File: src/rtl/fifo_pkg.sv
// Shared constants for the FIFO controller: pointer width helper and default thresholds.
package fifo_pkg;
  localparam int DEF_ADDR_WIDTH    = 4;
  localparam int DEF_DEPTH         = 16;
  localparam int DEF_DATA_WIDTH    = 16;
  localparam int DEF_AFULL_THRESH  = 14;
  localparam int DEF_AEMPTY_THRESH = 2;
  localparam int PTR_W             = DEF_ADDR_WIDTH + 1;

  // Pointer carries one extra wrap bit above the memory address.
  function automatic int ptr_width(input int addr_width);
    return addr_width + 1;
  endfunction
endpackage

File: src/rtl/fifo_ptr.sv
// FIFO pointer register: increments by one, wraps naturally through the MSB, cleared by flush.
module fifo_ptr #(
  parameter int PTR_W = 5
) (
  input  logic             clk,
  input  logic             rst_n,
  input  logic             flush,
  input  logic             inc,
  output logic [PTR_W-1:0] ptr
);
  logic [PTR_W-1:0] ptr_d;
  logic [PTR_W-1:0] ptr_q;

  always_comb begin
    ptr_d = ptr_q;
    if (flush)
      ptr_d = '0;
    else if (inc)
      ptr_d = ptr_q + PTR_W'(1);
  end

  always_ff @(posedge clk or negedge rst_n) begin
    if (!rst_n)
      ptr_q <= '0;
    else
      ptr_q <= ptr_d;
  end

  assign ptr = ptr_q;
endmodule

File: src/rtl/fifo_ctrl.sv
// Synchronous FIFO controller driving an external registered-read memory.
// Optional sticky overflow/underflow flags are enabled with `define FIFO_CTRL_ERR_FLAGS_EN.
module fifo_ctrl
  import fifo_pkg::*;
#(
  parameter int ADDR_WIDTH    = DEF_ADDR_WIDTH,
  parameter int DEPTH         = DEF_DEPTH,
  parameter int DATA_WIDTH    = DEF_DATA_WIDTH,
  parameter int AFULL_THRESH  = DEF_AFULL_THRESH,
  parameter int AEMPTY_THRESH = DEF_AEMPTY_THRESH
) (
  input  logic                  clk,
  input  logic                  rst_n,
  input  logic                  flush,
  input  logic                  wr_en,
  input  logic [DATA_WIDTH-1:0] wr_data,
  input  logic                  rd_en,
  output logic [DATA_WIDTH-1:0] rd_data,
  output logic                  rd_valid,
  output logic                  full,
  output logic                  empty,
  output logic                  almost_full,
  output logic                  almost_empty,
  output logic [ADDR_WIDTH:0]   count,
  output logic                  overflow,
  output logic                  underflow,
  output logic [ADDR_WIDTH-1:0] mem_write_addr,
  output logic [ADDR_WIDTH-1:0] mem_read_addr,
  output logic                  mem_write_enable,
  output logic                  mem_read_enable,
  output logic [DATA_WIDTH-1:0] mem_write_data,
  input  logic [DATA_WIDTH-1:0] mem_read_data
);
  localparam int PW = ptr_width(ADDR_WIDTH);

  logic          wr_accept, rd_accept;
  logic [PW-1:0] wr_ptr, rd_ptr;

  logic [PW-1:0] count_d, count_q;
  logic          full_d, full_q;
  logic          empty_d, empty_q;
  logic          afull_d, afull_q;
  logic          aempty_d, aempty_q;
  logic          rd_valid_d, rd_valid_q;

  assign wr_accept = wr_en & ~full_q & ~flush;
  assign rd_accept = rd_en & ~empty_q & ~flush;

  fifo_ptr #(.PTR_W(PW)) u_wr_ptr (
    .clk   (clk),
    .rst_n (rst_n),
    .flush (flush),
    .inc   (wr_accept),
    .ptr   (wr_ptr)
  );

  fifo_ptr #(.PTR_W(PW)) u_rd_ptr (
    .clk   (clk),
    .rst_n (rst_n),
    .flush (flush),
    .inc   (rd_accept),
    .ptr   (rd_ptr)
  );

  // Flags are computed from the next count so they line up with count itself.
  always_comb begin
    count_d = count_q;
    if (flush)
      count_d = '0;
    else if (wr_accept && !rd_accept)
      count_d = count_q + PW'(1);
    else if (rd_accept && !wr_accept)
      count_d = count_q - PW'(1);
    full_d     = (count_d == PW'(DEPTH));
    empty_d    = (count_d == '0);
    afull_d    = (count_d >= PW'(AFULL_THRESH));
    aempty_d   = (count_d <= PW'(AEMPTY_THRESH));
    rd_valid_d = rd_accept;
  end

  always_ff @(posedge clk or negedge rst_n) begin
    if (!rst_n) begin
      count_q    <= '0;
      full_q     <= 1'b0;
      empty_q    <= 1'b1;
      afull_q    <= 1'b0;
      aempty_q   <= 1'b1;
      rd_valid_q <= 1'b0;
    end else begin
      count_q    <= count_d;
      full_q     <= full_d;
      empty_q    <= empty_d;
      afull_q    <= afull_d;
      aempty_q   <= aempty_d;
      rd_valid_q <= rd_valid_d;
    end
  end

`ifdef FIFO_CTRL_ERR_FLAGS_EN
  logic overflow_d, overflow_q;
  logic underflow_d, underflow_q;

  // Sticky until reset; flush deliberately leaves them alone.
  always_comb begin
    overflow_d  = overflow_q  | (wr_en & full_q  & ~flush);
    underflow_d = underflow_q | (rd_en & empty_q & ~flush);
  end

  always_ff @(posedge clk or negedge rst_n) begin
    if (!rst_n) begin
      overflow_q  <= 1'b0;
      underflow_q <= 1'b0;
    end else begin
      overflow_q  <= overflow_d;
      underflow_q <= underflow_d;
    end
  end

  assign overflow  = overflow_q;
  assign underflow = underflow_q;
`else
  assign overflow  = 1'b0;
  assign underflow = 1'b0;
`endif

  assign mem_write_enable = wr_accept;
  assign mem_read_enable  = rd_accept;
  assign mem_write_addr   = wr_ptr[ADDR_WIDTH-1:0];
  assign mem_read_addr    = rd_ptr[ADDR_WIDTH-1:0];
  assign mem_write_data   = wr_data;

  assign rd_data      = mem_read_data;
  assign rd_valid     = rd_valid_q;
  assign count        = count_q;
  assign full         = full_q;
  assign empty        = empty_q;
  assign almost_full  = afull_q;
  assign almost_empty = aempty_q;
endmodule

File: config.mk
export PLATFORM = sky130hd
export DESIGN_NAME = fifo_ctrl
export DESIGN_NICKNAME = d
export VERILOG_FILES = /design/src/rtl/fifo_pkg.sv /design/src/rtl/fifo_ptr.sv /design/src/rtl/fifo_ctrl.sv
export SDC_FILE = /design/constraint.sdc
export NUM_CORES = 1
export LEC_CHECK = 0
export ABC_AREA = 1
export CAP_MARGIN = 20
export CORE_MARGIN = 2
export CORE_UTILIZATION = 34
export DETAILED_ROUTE_END_ITERATION = 12
export PLACE_DENSITY = 0.8
export SYNTH_ARGS = -nofsm -noshare
export SYNTH_HDL_FRONTEND = slang
export SYNTH_SLANG_ARGS = --single-unit
File: constraint.sdc
create_clock -name clk -period 1.5 [get_ports clk]
set_input_delay 0.225 -clock clk [delete_from_list [all_inputs] [get_ports clk]]
set_output_delay 0.225 -clock clk [all_outputs]
set_load 0.01 [all_outputs]
==> results of run 1 <==
[final timing paths]
kind / from / to / slack [ns] / cells past startpoint
worst min register to register: u_rd_ptr.ptr[3]$_DFFE_PN0P_ / u_rd_ptr.ptr[3]$_DFFE_PN0P_ / 0.47 / 1
worst max register to register: count[1]$_DFF_PN0_ / full$_DFF_PN0_ / 0.05 / 9
min in group clk: wr_data[10] / mem_write_data[10] / 0.45 / 0
max in group asynchronous: rst_n / almost_empty$_DFF_PN1_ / 0.98 / 2
worst max-delay path: count[1]$_DFF_PN0_ / full$_DFF_PN0_ / 0.05 / 9
worst min-delay path: rst_n / u_wr_ptr.ptr[2]$_DFFE_PN0P_ / 0.26 / 2
[cells by family (layout without fill, tap and decap cells)]
family	count (synthesis)	count (layout)	share of synthesized area [%]
simple gates	66	66	25.7
buf+inv	54	72	27.1
flops	18	18	36.3
xor+xnor	2	2	1.41
fa+ha+maj	4	4	4.02
other cells	1	2	0.301
compound gates	12	12	5.12
[synth_stat cells]
master     n
nor2_2     2
ha_1       4
nor2_1    13
conb_1     1
o21ai_0    6
nand3_2    5
inv_2      2
nor2_4     1
buf_6      1
nand3_1   15
inv_1     17
xnor2_1    2
o21a_1     1
a31oi_1    1
nand2_2    2
nand2_1   26
dfstp_2    2
nor3_1     1
a21oi_1    4
buf_4     34
dfrtp_1   16
nand3b_1   1
[flip-flops by register name, summed over array words and instances (netlist names)]
signal        count
rd_valid          1
full              1
almost_empty      1
u_rd_ptr.ptr      4
count             5
u_wr_ptr.ptr      4
empty             1
almost_full       1
[metrics by stage]
stage	cells	total power (W)	setup TNS [ns]
2_1_floorplan	158	0.000942	0
3_3_place_gp	206	0.00109	-1.43
3_5_place_dp	206	0.00110	-1.61
4_1_cts	214	0.00139	0
5_1_grt	222	0.00154	-0.134
6_report	222	0.00142	0
[area by class of cell]
type | count | area [sq um]
well taps | 46 | 57.6
multi-input cells | 86 | 524
clock buffers | 4 | 26.3
fillers | 334 | 1850
repair buffers | 49 | 428
flip-flops and latches | 18 | 455
inverters | 19 | 71.3
[report_power, final]
group          internal, W  switching [W]  leakage, nW
Clock             0.000103       0.000141       0.0150
Sequential        0.000557      0.0000407        0.236
Combinational     0.000293       0.000289        0.589
[critical path, cell delays in order, from the launching register on]
cell,delay (ns)
dfrtp_2,0.42
inv_1,0.06
ha_1,0.28
inv_1,0.06
a31oi_1,0.21
nand2_2,0.10
nand2_1,0.08
inv_2,0.04
nand3_2,0.05
nor2_1,0.04
[timing repair]
item | 4_1_cts | 5_1_grt
pin swaps | 1 | 5
buffers inserted | 4 | 8
resized for setup | 14 | 25
endpoints found under the setup margin | 15 | 15
[per-layer routing]
metal  global-route usage [%]  up-vias  part of all wire [%]
met5                        0        -                     0
met4                     2.39        0                  0.74
met3                     5.90        6                   6.2
met2                     21.7       30                    51
met1                     15.1      464                    42
li1                         -      497                     -
==> results.md, run 1 <==
* Outcome: completed
* # diodes at 0
* Most frequent cells in the layout: 24 x buf_4, 20 x nand2_1, 14 x dfrtp_1, 14 x clkdlybuf4s50_1, 11 x inv_1
* Required @ worst endpoint at 1.68 ns
* PwrDens at between 900 and 1000 mW/mm^2
* Initial antenna violation count at 0
* Fin area at between 0.0015 and 0.002 sq mm
* Die W at 64.5 microns
* Max Clock Freq at 690 MHz
* Nets at 218
* Clock Path Buffers at 2
* Highest net fanout along the worst path at 4
* Critical Path Start Type: flip-flop
* Routability cong. at a little under 0.8
* Max-cap violations at 0
* Synth unique cells at 22
* Final wirelength at 2550 microns
* CTS Hold Bufs at 0
* ANT nets after route at 0
* Setup Crit Path Kind: reg -> reg
* Final core utilization at between 40% and 50%
* Core area at between 0.003 and 0.004 sq mm
* CTS root buf: clkbuf_4
* Dpl ws at -0.232 ns
* Post-synth top area share at between 30% and 40%
* Minimum clock period at ~1.4 ns
* Die height at roughly 65 microns
* Cts bufs inserted at 3
* Crit share post-route at 96.6%
* Seq cells post-synth at 18
* Synthesized cell area at approximately 0.0012 sq mm
* H-tree depth at 1
* DR vias/cell at roughly 4.5
* Layout cell share with drive strength beyond 1 at a little under two fifths
* Avg Inst Size Synth at just under 8 sq um
* DR WL/cell at 11.5 microns
* Clk sinks at 18
* Post-placement cell area at roughly 0.0014 sq mm
* Hold_ws at about 0.26 ns
* Syn Inst Count at between 150 and 200
* Cell row count at 21
* DRT iter0 DRCs at 31
* Total number of vias at 997
* Slew Viols, Final at 0
* Clock transition at path regs at roughly 0.1 ns
* Total GRT Usage at between 10% and 20%
* DP HPWL at roughly 1800 microns
* Final Setup Violations at 0
* Top cells by area, synth: dfrtp_1 32%, buf_4 20%, nand2_1 7.8%, nand3_1 6.0%, inv_1 5.1%
* CP endpoint kind: flip-flop
* Buffers added on ports at 24
* Clock Skew at ~0.0074 ns
* Commonest non-fill, non-tap cell in the layout: buf_4
* Ports at 91
* Yosys synthesis warning count at 0
* Area Overhead vs Synth at 25.4%
* Leak Pwr at 0.840 nW
* Die area at 0.00417 sq mm
* Vias in the first global route at ~950
* Latest clock arrival within the worst-skew pair at roughly 0.29 ns
* First-pass GRT wire length at 4180 microns
* Final hold viol count at 0
* GRT Residual Overflow at 0
* Post-synthesis sequential area ratio at a little over a third
* Worst vdd rail ir drop at between 0.5 and 0.6 mV
* DRC viols at 0
* Initial core utilization at between 30% and 40%
* Setup slack after layout at a little over 0.05 ns
* Synth area leader: dfrtp_1
* RSZ-0062 raised after global routing: true
* CTS tree: done
* Worst Path Arrival at between 1.5 and 2 ns
* Largest net degree at the start of global routing at 19
* Hold Path Class: in -> async
* Pre-antenna DRT Iters at 4
(Power assumes the default switching activity.)
==> inputs of run 2 (changes only) <==
SETUP_SLACK_MARGIN = 0.02   (was unset)
==> run 2 against run 1 <==
Against the previous run: clock power about the same; clock skew about the same; worst setup slack worse by 0.0014 ns; maximum frequency hardly changed; routed wire length increased by 2.9%; cell count grew 1.8%; sequential share of layout area shrank 0.75 points; total power grew 1.7%; global-route usage increased by 0.48 points; cell area rose by 2.6%; first-iteration DRC count decreased by 32%.
==> results.md, run 2 (synthesis gave the netlist of run 1 again) <==
* H-tree depth at 1 (unchanged)
* PwrDens at 903 mW/mm^2 (was 911 mW/mm^2)
* Area occupied by multi-input gates at 529 sq um (was 524 sq um)
* Required @ worst endpoint at 1.68 ns (about the same)
* RR Startpoint: empty$_DFF_PN1_ (was count[1]$_DFF_PN0_)
* Non-Filler Instances at 226 (was 222)
* CP endpoint kind: flip-flop (unchanged)
* WP buf/inv at 4 (was 3)
* Most frequent cells in the layout: 28 x buf_4, 19 x nand2_1, 14 x dfrtp_1 (was 24 x buf_4, 20 x nand2_1, 14 x dfrtp_1, 14 x clkdlybuf4s50_1, 11 x inv_1)
* Final Setup Violations at 0 (unchanged)
* Outcome: completed (unchanged)
* Minimum clock period at 1.45 ns (about the same)
* Reg area at 455 sq um (unchanged)
* Area Overhead vs Synth at 28.7% (was 25.4%)
* Critical path's most frequent cell: nand2_2 (was inv_1)
* FILL cells at 331 (was 334)
* Max Clock Freq at 690 MHz (about the same)
* CTS root buf: clkbuf_4 (unchanged)
* Buffers added on ports at 24 (unchanged)
* Final hold viol count at 0 (unchanged)
* Fin area at 0.00160 sq mm (was 0.00156 sq mm)
* CTS tree: done (unchanged)
* Reg-to-reg endpoint: full$_DFF_PN0_ (unchanged)
* Vias in the first global route at 995 (was 947)
* Latest clock arrival within the worst-skew pair at 0.29 ns (about the same)
* Initial core utilization at 36.5% (unchanged)
* Wl on met1 at 1070 microns (about the same)
* Pre-antenna DRT Iters at 4 (unchanged)
* Clk sinks at 18 (unchanged)
* Total GRT Usage at 13.4% (was 12.9%)
* Setup slack after layout at 0.0497 ns (was 0.0511 ns)
* Cts bufs inserted at 3 (unchanged)
* Ports at 91 (unchanged)
* Die W at 64.5 microns (unchanged)
* Crit share post-route at 96.7% (was 96.6%)
* GRT Residual Overflow at 0 (unchanged)
* Worst vdd rail ir drop at 0.518 mV (was 0.552 mV)
* FF-to-FF path depth at 11 (was 9)
* Dpl cells at 206 (unchanged)
* Clock Path Buffers at 2 (unchanged)
* Met2 WL at 1360 microns (was 1300 microns)
* Initial antenna violation count at 0 (unchanged)
* DP HPWL at 1840 microns (unchanged)
* Routability cong. at 0.784 (unchanged)
* Largest net degree at the start of global routing at 19 (unchanged)
* Dpl ws at -0.232 ns (unchanged)
* DR vias/cell at 4.44 (was 4.49)
* Total number of vias at 1003 (was 997)
* Die area at 0.00417 sq mm (unchanged)
* DRC viols at 0 (unchanged)
* Layout cell share with drive strength beyond 1 at 39.4% (was 37.5%)
* # diodes at 0 (unchanged)
* Clock transition at path regs at 0.10 ns (about the same)
* First-pass GRT wire length at 4350 microns (was 4180 microns)
* DRT iter0 DRCs at 21 (was 31)
* Nets at 222 (was 218)
* CP cell instances: inv_2 -> nand2_2 -> buf_6 -> nand3_4 -> buf_4 -> nand3_2 -> nand2_2 -> nand2_2 -> inv_2 -> nand3_2 -> nor2_2 (was inv_1 -> ha_1 -> inv_1 -> a31oi_1 -> nand2_2 -> nand2_1 -> inv_2 -> nand3_2 -> nor2_1)
* CP max stage cell: dfstp_2 (was dfrtp_2)
* Final wirelength at 2630 microns (was 2550 microns)
* Crit-path leading delay family: flip-flops (unchanged)
* RSZ-0062 raised after global routing: true (unchanged)
* R2R Setup Slk at 0.05 ns (about the same)
* Met3 WL post-DR at 180 microns (was 158 microns)
* CP peak stage delay at 0.55 ns (was 0.42 ns)
* Die height at 64.5 microns (unchanged)
* Slew Viols, Final at 0 (unchanged)
* Top Layer Used: met4 (unchanged)
* Hold Path Class: in -> async (unchanged)
* Final core utilization at 47.0% (was 45.8%)
* DR WL/cell at 11.6 microns (was 11.5 microns)
* Clock Skew at 0.00780 ns (was 0.00737 ns)
* Largest register FFs at 5 (unchanged)
* Critical Path Start Type: flip-flop (unchanged)
* Post-placement cell area at 0.00138 sq mm (unchanged)
* Leak Pwr at 0.880 nW (was 0.840 nW)
* Core area at 0.00342 sq mm (unchanged)
* Highest net fanout along the worst path at 5 (was 4)
* Worst Path Arrival at 1.63 ns (about the same)
* CTS Hold Bufs at 0 (unchanged)
* Cell row count at 21 (unchanged)
* Commonest non-fill, non-tap cell in the layout: buf_4 (unchanged)
* ANT nets after route at 0 (unchanged)
* Max-cap violations at 0 (unchanged)
* Setup Crit Path Kind: reg -> reg (unchanged)
[run 2: cell types whose count changed in the layout (fill, tap and decap cells not counted), moves of 2 or more]
cell    before  now
inv_2        8    6
buf_4       24   28
nor2_2       5    7
nor2_1      10    8
[run 2: timing repair]
| action | in CTS | in global routing |
|---|---|---|
| pin swaps | 1 | 6 |
| endpoints found under the setup margin | 20 | 11 |
| setup buffers | 10 | 6 |
| resized for setup | 18 | 26 |
| gates cloned | 0 | 0 |
[run 2: how the worst max path moves through the flow]
stage / startpoint / to / slack (ns) / cells past startpoint
global route: count[1]$_DFF_PN0_ / almost_full$_DFF_PN0_ / -0.06 / 10
detailed placement: rd_en / almost_empty$_DFF_PN1_ / -0.23 / 12
finish: empty$_DFF_PN1_ / full$_DFF_PN0_ / 0.05 / 11
floorplan: empty$_DFF_PN1_ / full$_DFF_PN0_ / 0.12 / 10
CTS: empty$_DFF_PN1_ / almost_empty$_DFF_PN1_ / 0.02 / 11
global placement: flush / almost_full$_DFF_PN0_ / -0.21 / 11
[run 2: layer usage]
layer	vias to the layer above	track usage, %
met3	6	6.08
met5	-	0
met4	0	2.39
li1	502	-
met1	465	15.4
met2	30	22.9
[run 2: power by group]
group	switching, W	leakage, nW	total (W)	internal, W
Clock	0.000141	0.0150	0.000245	0.000103
Sequential	0.0000399	0.236	0.000597	0.000557
Combinational	0.000300	0.629	0.000607	0.000307
Total	0.000481	0.880	0.00145	0.000968
[run 2: layout make-up]
| class | count | share of cell area, % |
|---|---|---|
| Clock buffer | 4 | 1.64 |
| Inverter | 19 | 4.60 |
| Multi-Input combinational cell | 86 | 33.0 |
| Sequential cell | 18 | 28.4 |
| Tap cell | 46 | 3.59 |
| Timing Repair Buffer | 53 | 28.8 |
[run 2: metrics by stage]
step / power (W) / hold slack (ns) / setup TNS [ns]
after floorplan: 0.000942 / -0.0706 / 0
after global placement: 0.00109 / 0.450 / -1.43
after detailed placement: 0.00110 / 0.450 / -1.61
after CTS: 0.00141 / 0.251 / 0
after global routing: 0.00157 / 0.272 / -0.171
final: 0.00145 / 0.257 / 0
